File: src/rtl/instr_encoder_pkg.sv
// Shared definitions for the instruction encoder: opcodes, FSM states and the
// instruction word field layout used by both the encoder and the decode stage.
package instr_encoder_pkg;

  localparam logic [7:0] OP_LOADI = 8'd0;
  localparam logic [7:0] OP_MOV   = 8'd1;
  localparam logic [7:0] OP_AND   = 8'd2;
  localparam logic [7:0] OP_OR    = 8'd3;
  localparam logic [7:0] OP_ADD   = 8'd4;
  localparam logic [7:0] OP_SUB   = 8'd5;
  localparam logic [7:0] OP_J     = 8'd6;
  localparam logic [7:0] OP_BEQ   = 8'd7;

  localparam int OPCODE_HI = 31;
  localparam int OPCODE_LO = 24;
  localparam int DEST_HI   = 23;
  localparam int DEST_LO   = 16;
  localparam int SRC1_HI   = 15;
  localparam int SRC1_LO   = 8;
  localparam int SRC2_HI   = 7;
  localparam int SRC2_LO   = 0;

  typedef enum logic [2:0] {
    S_IDLE,
    S_ACCEPT,
    S_ENCODE,
    S_WRITE,
    S_DONE
  } state_t;

  typedef struct packed {
    logic [7:0] opcode;
    logic [2:0] rd;
    logic [2:0] rs1;
    logic [2:0] rs2;
    logic [7:0] imm;
    logic       last;
  } instr_t;

endpackage

File: src/rtl/instr_encoder_pack.sv
// Combinational packer: maps one symbolic instruction onto the 32-bit
// [OPCODE][DESTINATION][SOURCE1][SOURCE2] word and flags unknown opcodes.
module instr_pack
  import instr_encoder_pkg::*;
(
  input  logic [7:0]  opcode,
  input  logic [2:0]  rd,
  input  logic [2:0]  rs1,
  input  logic [2:0]  rs2,
  input  logic [7:0]  imm,
  output logic [31:0] word,
  output logic        valid
);

  logic [7:0] dest;
  logic [7:0] src1;
  logic [7:0] src2;

  // NOTE: every output of a combinational block gets a default first, so no
  // path through the case can leave a value unassigned and infer a latch.
  always_comb begin
    valid = 1'b1;
    dest  = {5'd0, rd};
    src1  = {5'd0, rs1};
    src2  = {5'd0, rs2};
    unique case (opcode)
      OP_LOADI: begin
        src1 = '0;
        src2 = imm;
      end
      OP_MOV:                         src1 = '0;
      OP_AND, OP_OR, OP_ADD, OP_SUB:  ;
      OP_J: begin
        dest = imm;
        src1 = '0;
        src2 = '0;
      end
      OP_BEQ:                         dest = imm;
      default: begin
        valid = 1'b0;
        dest  = '0;
        src1  = '0;
        src2  = '0;
      end
    endcase

    word                     = '0;
    word[OPCODE_HI:OPCODE_LO] = valid ? opcode : 8'd0;
    word[DEST_HI:DEST_LO]     = dest;
    word[SRC1_HI:SRC1_LO]     = src1;
    word[SRC2_HI:SRC2_LO]     = src2;
  end

endmodule

File: src/rtl/instr_encoder.sv
// Instruction encoder / program loader: accepts symbolic instructions over a
// valid/ready handshake and writes packed words to sequential memory words.
module instr_encoder
  import instr_encoder_pkg::*;
#(
  parameter int ADDR_W    = 10,
  parameter int BASE_ADDR = 0
) (
  input  logic              CLK,
  input  logic              RESET,
  input  logic              START,
  input  logic              IN_VALID,
  output logic              IN_READY,
  input  logic [7:0]        IN_OPCODE,
  input  logic [2:0]        IN_RD,
  input  logic [2:0]        IN_RS1,
  input  logic [2:0]        IN_RS2,
  input  logic [7:0]        IN_IMM,
  input  logic              IN_LAST,
  output logic [ADDR_W-1:0] MEM_ADDRESS,
  output logic [31:0]       MEM_WRITEDATA,
  output logic              MEM_WRITE,
  input  logic              MEM_BUSYWAIT,
  output logic [ADDR_W-2:0] INSTR_COUNT,
  output logic [7:0]        ERR_COUNT,
  output logic              ERROR,
  output logic              DONE
);

  localparam logic [ADDR_W-1:0] BASE           = ADDR_W'(BASE_ADDR);
  localparam logic [ADDR_W-1:0] LAST_WORD_ADDR = {{(ADDR_W-2){1'b1}}, 2'b00};

  state_t      state;
  state_t      state_next;
  instr_t      held;
  logic [31:0] packed_word;
  logic        pack_valid;
  logic        session_start;
  logic        write_done;
  logic        reject;
  logic        at_last_word;
  logic        overflow;

  instr_pack u_pack (
    .opcode (held.opcode),
    .rd     (held.rd),
    .rs1    (held.rs1),
    .rs2    (held.rs2),
    .imm    (held.imm),
    .word   (packed_word),
    .valid  (pack_valid)
  );

  assign session_start = START && (state == S_IDLE || state == S_DONE);
  assign write_done    = (state == S_WRITE) && !MEM_BUSYWAIT;
  assign reject        = (state == S_ENCODE) && !pack_valid;
  assign at_last_word  = (MEM_ADDRESS == LAST_WORD_ADDR);
  assign overflow      = at_last_word && !held.last;

  always_comb begin
    state_next = state;
    unique case (state)
      S_IDLE:   if (START) state_next = S_ACCEPT;
      S_ACCEPT: if (IN_VALID) state_next = S_ENCODE;
      S_ENCODE: begin
        if (pack_valid)     state_next = S_WRITE;
        else if (held.last) state_next = S_DONE;
        else                state_next = S_ACCEPT;
      end
      S_WRITE: begin
        if (!MEM_BUSYWAIT) state_next = (held.last || overflow) ? S_DONE : S_ACCEPT;
      end
      S_DONE:   if (START) state_next = S_ACCEPT;
      default:  state_next = S_IDLE;
    endcase
  end

  // NOTE: all sequential state uses non-blocking assignments so every register
  // samples pre-edge values, independent of statement order.
  always_ff @(posedge CLK) begin
    if (RESET) begin
      state         <= S_IDLE;
      IN_READY      <= 1'b0;
      MEM_WRITE     <= 1'b0;
      DONE          <= 1'b0;
      ERROR         <= 1'b0;
      MEM_ADDRESS   <= BASE;
      MEM_WRITEDATA <= '0;
      INSTR_COUNT   <= '0;
      ERR_COUNT     <= '0;
    end else begin
      state     <= state_next;
      IN_READY  <= (state_next == S_ACCEPT);
      MEM_WRITE <= (state_next == S_WRITE);
      DONE      <= (state_next == S_DONE);
      ERROR     <= reject || (write_done && overflow);

      if (state == S_ENCODE && pack_valid) MEM_WRITEDATA <= packed_word;

      if (session_start) begin
        MEM_ADDRESS <= BASE;
        INSTR_COUNT <= '0;
        ERR_COUNT   <= '0;
      end

      if (write_done) begin
        INSTR_COUNT <= INSTR_COUNT + (ADDR_W-1)'(1);
        // The top word is terminal: the address parks there rather than wrapping.
        if (!at_last_word) MEM_ADDRESS <= MEM_ADDRESS + ADDR_W'(4);
      end

      if (reject && ERR_COUNT != 8'hFF) ERR_COUNT <= ERR_COUNT + 8'd1;
    end
  end

  // NOTE: the latched instruction is pure datapath and is only read after
  // ACCEPT has loaded it, so it carries no reset.
  always_ff @(posedge CLK) begin
    if (state == S_ACCEPT && IN_VALID) begin
      held.opcode <= IN_OPCODE;
      held.rd     <= IN_RD;
      held.rs1    <= IN_RS1;
      held.rs2    <= IN_RS2;
      held.imm    <= IN_IMM;
      held.last   <= IN_LAST;
    end
  end

endmodule

File: config.mk
export PLATFORM = sky130hd
export DESIGN_NAME = instr_encoder
export DESIGN_NICKNAME = d
export VERILOG_FILES = /design/src/rtl/instr_encoder_pkg.sv /design/src/rtl/instr_encoder_pack.sv /design/src/rtl/instr_encoder.sv
export SDC_FILE = /design/constraint.sdc
export NUM_CORES = 1
export LEC_CHECK = 0
export BUFFER_PORTS_ARGS = -buffer_cell sky130_fd_sc_hd__buf_2
export CAP_MARGIN = 15
export CORE_MARGIN = 2
export CORE_UTILIZATION = 30
export CTS_BUF_LIST = sky130_fd_sc_hd__clkbuf_2
export DETAILED_ROUTE_END_ITERATION = 16
export SLEW_MARGIN = 20
export SYNTH_ARGS = -nofsm -noshare
export SYNTH_HDL_FRONTEND = slang
export SYNTH_SLANG_ARGS = --single-unit
export TNS_END_PERCENT = 100
File: constraint.sdc
create_clock -name CLK -period 6.8 [get_ports CLK]
set_clock_uncertainty 0.2 [all_clocks]
set_input_delay 2.04 -clock CLK [delete_from_list [all_inputs] [get_ports CLK]]
set_output_delay 2.04 -clock CLK [all_outputs]
set_load 0.01 [all_outputs]
==> flow_summary_export.csv, run 1 <==
group,metric,value,unit
placement,dp_hpwl,5.64,mm
synthesis,synth.cell_area,3520,um2
power_and_ir_drop,power.internal,645,uW
synthesis,synth_seq_cells,87,
global_routing,antenna_found_initial,0,
timing,max_freq,291,MHz
power_and_ir_drop,powerDensity,205,nW/um2
floorplanning,start_util,30.8,%
critical_path,cpLargestDelayFamily,"flip-flops",
synthesis,ys_seq_area_share,56.9,%
drt,wl_met3,376,um
critical_path,cp.arrival,1.20,ns
floorplanning,io-pin-count,94,
drt,wl,7.90,mm
floorplanning,die_w,112,um
synthesis,yosysWarningCount,0,
clock_network,clk_latency,0.55,ns
floorplanning,coreArea,11400,um2
synthesis,synth_edf_count,26,
drt,drt_iter0_markers,136,
timing,hold_ws,0.266,ns
critical_path,critPathBufInv,1,
layout,antenna_cells,0,
layout,final_cell_mix,"buf_2 (88), dfxtp_1 (61), nor2_1 (47), nand2_1 (42), a21oi_1 (29)",
synthesis,synth_cell_type_count,52,
clock_network,cts_resized,0,
synthesis,synthFlopType,"dfxtp_1",
power_and_ir_drop,ir_worst_vdd,93.4,uV
drt,wl_met1,3.64,mm
job,cap_violations,0,
layout,final_common_cell,"buf_2",
synthesis,netlist_instances,359,
layout,drive_gt1_share,26.9,%
power_and_ir_drop,p_leak,0.00166,uW
placement,preCtsSetupSlack,2.98,ns
critical_path,path_cells,"buf_2",
timing,rsz0062_at_grt,"no",
synthesis,async_reset_ff_share,0,%
clock_network,cts-root-buf,"clkbuf_2",
placement,routabilityCongestion,0.774,
layout,multi_input_area,1390,um2
drt,viasPerCell,4.77,
clock_network,cts_tree,"done",
clock_network,hold_buffers,0,
drt,wl_met2,3.74,mm
global_routing,grt_pass1_wl,13.0,mm
layout,regArea,2000,um2
timing,setup_viol,0,
timing,hold_viol,0,
drt,drtAntennaViolNets,0,
timing,fin_tns_setup,0,ns
power_and_ir_drop,switching_share,24.4,%
critical_path,path_max_fanout,7,
floorplanning,die_area,12600,um2
drt,first_pass_iters,4,
critical_path,required,4.56,ns
power_and_ir_drop,p_clk_share,30.4,%
floorplanning,die_h,112,um
floorplanning,num_rows,39,
drt,wl_per_cell,13.4,um
power_and_ir_drop,p_sw,208,uW
critical_path,cp-end-kind,"primary output",
global_routing,grt_overflow_total,0,
timing,period_minus_slack,3.44,ns
layout,fill_cells,1163,
layout,synthToLayoutAreaGrowth,18.2,%
status,status,"complete, no violations",
power_and_ir_drop,power_frac_comb,4.9,%
placement,placed_cells,573,
drt,via_count,2807,
layout,fin_nets,475,
timing,worstMarginPinSlew,0.867,ns
timing,fin_crit_sh,50.6,%
global_routing,first_global_vias,2733,
min_path,hold_path.class,"flop to flop",
clock_network,cts.reportedPaths.clkPinSlew,0.23,ns
power_and_ir_drop,seqPwrFrac,64.7,%
placement,portBuffers,88,
layout,final_cell_count_no_fill,589,
clock_network,post_cts_buffers,0,
power_and_ir_drop,power,852,uW
clock_network,ctsLongestPathBuffers,2,
critical_path,slowest_delay,0.49,ns
critical_path,critical_path_class,"flop to primary output",
synthesis,syn_avg_cell_area,9.81,um2
timing,slew_headroom,42.1,%
drt,highest_layer,"met4",
clock_network,numCtsBuffers,9,
clock_network,clock-sinks,87,
critical_path,cp_slowest_cell,"dfxtp_1",
timing,setup_ws,3.36,ns
global_routing,grt_max_degree,52,
clock_network,htree_levels,3,
critical_path,rrSetupSlack,4.32,ns
global_routing,grt_use_total,12.8,%
drt,drc,0,
timing,slew_viol_final,0,
critical_path,start_kind,"flop",
==> per-stage QoR <==
step                      cell area (um2)  util, %
final                                4160     36.4
after global routing                 4160     36.4
after CTS                            4160     36.4
after detailed placement             4050     35.4
after global placement               4050     35.4
after floorplan                      3540        -
==> state kept, by name, indices dropped and copies added, names as in the netlist <==
signal         cells
IN_READY           1
INSTR_COUNT        9
MEM_WRITEDATA     27
state              3
DONE               1
ERR_COUNT          8
ERROR              1
MEM_ADDRESS       10
MEM_WRITE          1
held              26
==> power by group through the flow <==
stage	combinational, uW	clock, uW	sequential [uW]
final	42.1	259	551
after global routing	47.6	296	553
after CTS	42.7	274	552
after detailed placement	42.7	0	562
after global placement	41.9	0	562
after floorplan	29.2	0	559
==> metal layers <==
metal / track usage [%] / vias up
li1: - / 1428
met1: 16.0 / 1304
met2: 20.9 / 65
met3: 3.02 / 10
met4: 6.34 / 0
met5: 0 / -
==> tightest hold or removal path: cells and delay by family, from the launching register on <==
kind               cells  cell delay (ns)
AOI/OAI and AO/OA      1             0.05
DFF                    1             0.36
and+or+nand+nor        1             0.05
==> logic make-up (layout without fill, tap and decap cells) <==
family                     after synthesis  count (layout)  synth area share, %
AOI/OAI and AO/OA                       69              69                 12.5
xor gates and xnor gates                 2               2                0.498
adders and majority gates                3               3                 1.07
buffers and inverters                   31             114                 4.55
DFF                                     87              87                 56.9
muxes                                    6               6                 1.81
other                                    1               5                0.107
and+or+nand+nor                        160             160                 22.6
==> cell usage after synthesis, drive strengths merged (3+ instances only) <==
master / number / area, um2
inv: 8 / 30.0
nand2: 42 / 158
a31oi: 4 / 25.0
mux2: 3 / 33.8
a211oi: 6 / 60.1
a21oi: 30 / 154
and2: 9 / 56.3
buf: 13 / 92.6
a311oi: 3 / 26.3
a22oi: 7 / 52.6
or3: 3 / 18.8
dfxtp: 61 / 1220
o21ai: 12 / 63.8
mux2i: 3 / 30.0
clkbuf: 10 / 37.5
nor2: 47 / 176
nor3: 15 / 86.3
ha: 3 / 37.5
nand3: 24 / 120
and3: 3 / 18.8
edfxtp: 26 / 781
==> final cells by class <==
cell class	count	area share, %
Clock buffer	10	1.20
Timing Repair Buffer	90	10.9
Clock inverter	6	1.44
Sequential cell	87	48.1
Tap cell	143	4.30
Multi-Input combinational cell	245	33.3
Inverter	8	0.722
==> path summary, 6_finish.rpt <==
path                             startpoint                              to  depth (start not counted)
max               ERR_COUNT[5]$_SDFFE_PP0P_                    ERR_COUNT[5]                          1
min          MEM_WRITEDATA[19]$_SDFFE_PP0P_  MEM_WRITEDATA[19]$_SDFFE_PP0P_                          2
max reg2reg              held[23]$_DFFE_PP_  MEM_WRITEDATA[31]$_SDFFE_PP0P_                          4
min reg2reg  MEM_WRITEDATA[19]$_SDFFE_PP0P_  MEM_WRITEDATA[19]$_SDFFE_PP0P_                          2
Note: power is estimated with default switching activity, not from simulation.
==> run 2: changes to the inputs <==
- ABC_AREA: unset -> 1
- clock period: 6.8 -> 3 ns (I/O delays scaled with it)
==> run 2 against run 1 <==
Net effect: area after synthesis grew 6.8%; clock power rose by 100%; final cell count increased by 19%; largest power group unchanged; non-clock buffer count grew 3; wire length increased by 6.4%.
==> flow_summary_export.csv, run 2 <==
group,metric,value,unit
critical_path,cpLargestDelayFamily,"flip-flops",
layout,synthToLayoutAreaGrowth,18.1,%
synthesis,ys_seq_area_share,53.2,%
timing,rsz0062_at_grt,"no",
placement,routabilityCongestion,0.811,
synthesis,synth.cell_area,3760,um2
critical_path,path_depth,1,
min_path,hold_path.class,"flop to flop",
global_routing,first_global_vias,2866,
clock_network,htree_levels,3,
layout,fill_cells,1283,
critical_path,path_max_fanout,6,
layout,final_common_cell,"buf_2",
clock_network,clk_latency,0.54,ns
synthesis,synth_top_cell_by_area,"dfxtp_1",
floorplanning,die_h,116,um
synthesis,synth.top_cell.area_share,32.5,%
floorplanning,start_util,31.1,%
drt,first_pass_iters,4,
layout,reg_top3,"MEM_WRITEDATA: 27 flops, held: 26 flops, MEM_ADDRESS: 10 flops",
critical_path,cp_slowest_cell,"dfxtp_1",
layout,regArea,2000,um2
synthesis,async_reset_ff_share,0,%
global_routing,grt_use_total,13.1,%
min_path,hold_depth,2,
timing,hold_viol,0,
clock_network,ctsLongestPathBuffers,2,
placement,preCtsSetupSlack,0.606,ns
floorplanning,io-pin-count,94,
timing,period_minus_slack,2.31,ns
layout,drive_gt1_share,25.8,%
critical_path,start_kind,"flop",
timing,slew_headroom,61.9,%
layout,fin_nets,560,
synthesis,synth_edf_count,26,
synthesis,netlist_instances,436,
power_and_ir_drop,ir_worst_vdd,194,uV
layout,final_cell_count_no_fill,699,
status,status,"complete, no violations",
clock_network,clock-sinks,87,
critical_path,cp.arrival,1.21,ns
layout,top_register,"MEM_WRITEDATA",
drt,via_count,3127,
timing,slew_viol_final,0,
job,cap_violations,0,
drt,drc,0,
placement,dp_hpwl,6.19,mm
layout,antenna_cells,0,
critical_path,required,1.90,ns
timing,fin_tns_setup,0,ns
clock_network,cts.reportedPaths.clkPinSlew,0.24,ns
global_routing,grt_overflow_total,0,
placement,portBuffers,88,
placement,placed_cells,683,
critical_path,cp-end-kind,"primary output",
floorplanning,coreArea,12100,um2
synthesis,synth_seq_cells,87,
global_routing,antenna_found_initial,0,
floorplanning,num_rows,40,
timing,worstMarginPinSlew,0.565,ns
critical_path,critPathBufInv,1,
critical_path,path_cells,"buf_2",
global_routing,grt_max_degree,30,
layout,final_cell_mix,"buf_2 (88), dfxtp_1 (61), nor2_1 (60), nand2_1 (51), inv_1 (47)",
drt,drt_iter0_markers,115,
power_and_ir_drop,p_leak,0.00190,uW
drt,drtAntennaViolNets,0,
drt,wl_per_cell,12.0,um
drt,viasPerCell,4.47,
layout,multi_input_area,1460,um2
synthesis,synthFlopType,"dfxtp_1",
clock_network,post_cts_buffers,0,
power_and_ir_drop,powerDensity,423,nW/um2
clock_network,hold_buffers,0,
synthesis,synth_cell_type_count,37,
timing,setup_ws,0.689,ns
floorplanning,die_area,13400,um2
drt,wl,8.40,mm
floorplanning,die_w,116,um
synthesis,synth.area.top_cells,"dfxtp_1 (32%), edfxtp_1 (21%), nor2_1 (6.1%)",
clock_network,numCtsBuffers,9,
timing,max_freq,433,MHz
clock_network,cts_tree,"done",
clock_network,cts-root-buf,"clkbuf_2",
critical_path,critical_path_class,"flop to primary output",
global_routing,grt_pass1_wl,13.7,mm
layout,largest_reg_flops,27,
critical_path,slowest_delay,0.50,ns
timing,setup_viol,0,
critical_path,r2r_cells,8,
synthesis,yosysWarningCount,0,
clock_network,cts_resized,0,
timing,fin_crit_sh,77.0,%
synthesis,synth_commonest_cells,"dfxtp_1 (61), nor2_1 (61), nand2_1 (51)",
synthesis,syn_avg_cell_area,8.63,um2
## run 2: cell count changes after synthesis, moves of 6 or more
cell	previous run	this run
nand3_1	24	34
and2_1	9	1
nand2_1	42	51
nor3_1	14	2
inv_1	8	47
nand4_1	2	9
a21oi_1	29	39
nor2_1	47	61
inv_2	0	7
o21ai_0	11	28
clkbuf_1	10	4
o21ai_1	0	12
## run 2: kinds of logic (layout without fill, tap and decap cells)
logic type	Yosys count	after routing	synth area share, %
other	1	5	0.0997
buffers and inverters	72	163	8.52
adder cells (fa/ha/maj)	3	3	0.998
flip-flops	87	87	53.2
XOR/XNOR	2	2	0.466
AND/OR/NAND/NOR	180	180	23.5
AO/OA/AOI/OAI	91	91	13.2
## run 2: report_power, final
part | internal, uW | total [uW] | leakage, uW | switching, uW
Clock | 121 | 521 | 0.0000548 | 400
Sequential | 1240 | 1250 | 0.000730 | 11.2
Combinational | 36.7 | 109 | 0.00111 | 71.9
Total | 1390 | 1880 | 0.00190 | 483
## run 2: final cells by class
| type | instances | share of cell area [%] |
|---|---|---|
| well taps | 168 | 4.73 |
| multi-input cells | 281 | 32.8 |
| clock buffers | 12 | 1.35 |
| clock inverters | 4 | 0.704 |
| flip-flops and latches | 87 | 45.1 |
| inverters | 54 | 4.56 |
| repair buffers | 93 | 10.8 |
## run 2: worst paths after layout
path                                                startpoint                             end  slack (ns)
worst max-delay path                 MEM_ADDRESS[8]$_SDFF_PP0_                  MEM_ADDRESS[8]        0.69
worst min-delay path            MEM_WRITEDATA[27]$_SDFFE_PP0P_  MEM_WRITEDATA[27]$_SDFFE_PP0P_        0.25
worst max register to register              held[20]$_DFFE_PP_   MEM_WRITEDATA[9]$_SDFFE_PP0P_        0.79
worst min register to register  MEM_WRITEDATA[27]$_SDFFE_PP0P_  MEM_WRITEDATA[27]$_SDFFE_PP0P_        0.25
## run 2: metal layers
layer	global-route usage, %	share of wire [%]	wire, um	vias up
met5	0	0	0	-
met4	4.05	0.92	77	0
met3	4.18	6.0	505	7
met2	21.6	47	3970	80
met1	16.3	46	3850	1417
li1	-	-	-	1623
## run 2: through the flow
stage               utilization, %  total power (uW)  hold WS (ns)  instance area, um2
finish                        36.7              1880         0.251                4440
floorplan                        -              1340         0.261                3780
global route                  36.7              1970         0.253                4440
CTS                           36.7              1900         0.254                4440
global placement              35.9              1380         0.225                4350
detailed placement            35.9              1380         0.228                4350
==> run 3: changes to the inputs <==
- ABC_AREA: 1 -> 0
- clock period: 3 -> 2.4 ns (I/O delays scaled with it)
==> run 3 against run 2 <==
Net effect: worst hold slack worse by 0.12 ns; critical path depth increased by 4; die area shrank 6.2%; sequential share of layout area grew 2.0 points; worst setup slack lost 0.53 ns; wire length shrank 4.2%; global-route usage decreased by 0.26 points; core utilization increased by 0.55 points; via count is 7.8% lower; clock power increased by 47%; highest routed layer unchanged.
==> flow_summary_export.csv, run 3 (same netlist as run 1, synthesis figures left out) <==
group,metric,value,unit
status,status,"complete, no violations",
timing,slew_headroom,56.2,%
floorplanning,die_w,112,um
critical_path,cp-end-kind,"flop",
layout,multi_input_area,1390,um2
power_and_ir_drop,power,2460,uW
global_routing,grt_max_degree,27,
clock_network,clock-sinks,87,
layout,synthToLayoutAreaGrowth,20.7,%
global_routing,antenna_found_initial,0,
timing,hold_ws,0.135,ns
job,cap_violations,0,
power_and_ir_drop,power.internal,1840,uW
clock_network,post_cts_buffers,0,
layout,final_common_cell,"buf_2",
timing,rsz0062_at_grt,"no",
power_and_ir_drop,power_frac_comb,5.3,%
drt,drc,0,
clock_network,numCtsBuffers,9,
floorplanning,die_area,12600,um2
power_and_ir_drop,ir_worst_vdd,297,uV
timing,period_minus_slack,2.24,ns
power_and_ir_drop,p_clk_share,31.2,%
layout,largest_reg_flops,27,
clock_network,hold_buffers,0,
critical_path,start_kind,"flop",
power_and_ir_drop,p_leak,0.00171,uW
critical_path,path_cells,"or4_4 -> or3b_4 -> nor3_4 -> a22oi_1 -> nor2_1",
floorplanning,die_h,112,um
critical_path,critPathBufInv,0,
floorplanning,io-pin-count,94,
global_routing,grt_overflow_total,0,
critical_path,rrSetupSlack,0.16,ns
layout,final_cell_mix,"buf_2 (88), dfxtp_1 (61), nor2_1 (47), nand2_1 (42), a21oi_1 (29)",
clock_network,clk_latency,0.56,ns
floorplanning,num_rows,39,
min_path,hold_path.class,"input pin to flop",
global_routing,grt_pass1_wl,13.0,mm
timing,fin_crit_sh,93.4,%
timing,worstMarginPinSlew,0.651,ns
layout,final_util,37.2,%
drt,drt_iter0_markers,119,
global_routing,first_global_vias,2729,
power_and_ir_drop,seqPwrFrac,63.5,%
clock_network,cts.reportedPaths.clkPinSlew,0.24,ns
placement,portBuffers,88,
layout,reg_top3,"MEM_WRITEDATA: 27 flops, held: 26 flops, MEM_ADDRESS: 10 flops",
min_path,min_from,"IN_RD[2]",
layout,antenna_cells,0,
layout,regArea,2000,um2
power_and_ir_drop,powerDensity,579,nW/um2
clock_network,htree_levels,3,
timing,fin_tns_setup,0,ns
timing,slew_viol_final,0,
critical_path,critical_path_class,"flop to flop",
power_and_ir_drop,p_sw,618,uW
critical_path,slowest_delay,0.60,ns
critical_path,cp_slowest_cell,"or4_4",
power_and_ir_drop,switching_share,25.1,%
critical_path,cpLargestDelayFamily,"simple AND/OR/NAND/NOR gates",
drt,wl,8.05,mm
timing,hold_viol,0,
critical_path,path_max_fanout,20,
placement,routabilityCongestion,0.831,
placement,dp_hpwl,5.73,mm
drt,viasPerCell,4.82,
drt,first_pass_iters,5,
critical_path,r2r-start,"held[23]$_DFFE_PP_",
critical_path,required,2.69,ns
layout,fill_cells,1199,
global_routing,grt_use_total,12.8,%
timing,max_freq,446,MHz
critical_path,cp.arrival,2.53,ns
critical_path,crit_path_start,"held[23]$_DFFE_PP_",
drt,wl_per_cell,13.5,um
layout,drive_gt1_share,28.1,%
layout,top_register,"MEM_WRITEDATA",
timing,setup_viol,0,
clock_network,cts_tree,"done",
clock_network,ctsLongestPathBuffers,2,
layout,fin_nets,484,
drt,via_count,2882,
clock_network,cts-root-buf,"clkbuf_2",
drt,drtAntennaViolNets,0,
floorplanning,start_util,30.8,%
clock_network,cts_resized,0,
floorplanning,coreArea,11400,um2
-- run 3: final timing paths --
path / endpoint / cells after the start
setup / recovery: MEM_WRITEDATA[10]$_SDFFE_PP0P_ / 5
hold reg to reg: MEM_WRITEDATA[19]$_SDFFE_PP0P_ / 2
setup reg to reg: MEM_WRITEDATA[10]$_SDFFE_PP0P_ / 5
hold / removal: held[17]$_DFFE_PP_ / 1
-- run 3: through the flow --
stage               cell area (um2)  setup slack (ns)  cells
CTS                            4250             0.142    598
global placement               4140             0.153    582
finish                         4250             0.159    598
global route                   4250            0.0637    598
detailed placement             4140             0.110    582
floorplan                      3550            0.0875    363
-- run 3: metal layers --
metal  share of wire (%)  track usage [%]  vias up
met3                 4.3             3.19       12
met2                  47             20.6       70
met4                 2.0             5.85        0
li1                    -                -     1440
met1                  47             16.3     1360
met5                   0                0        -
-- run 3: area by class of cell --
| cell class | instances | share of cell area, % |
|---|---|---|
| timing repair buffer | 99 | 12.6 |
| tap | 143 | 4.21 |
| multi-input combinational | 245 | 32.7 |
| inverter | 8 | 0.707 |
| clock buffer | 11 | 1.30 |
| clock inverter | 5 | 1.38 |
| sequential | 87 | 47.1 |
-- run 3: power groups by stage --
stage	sequential [uW]	combinational [uW]	clock, uW
global placement	1590	130	0
global route	1570	148	855
detailed placement	1590	133	0
CTS	1560	133	804
floorplan	1580	85.1	0
finish	1560	131	767
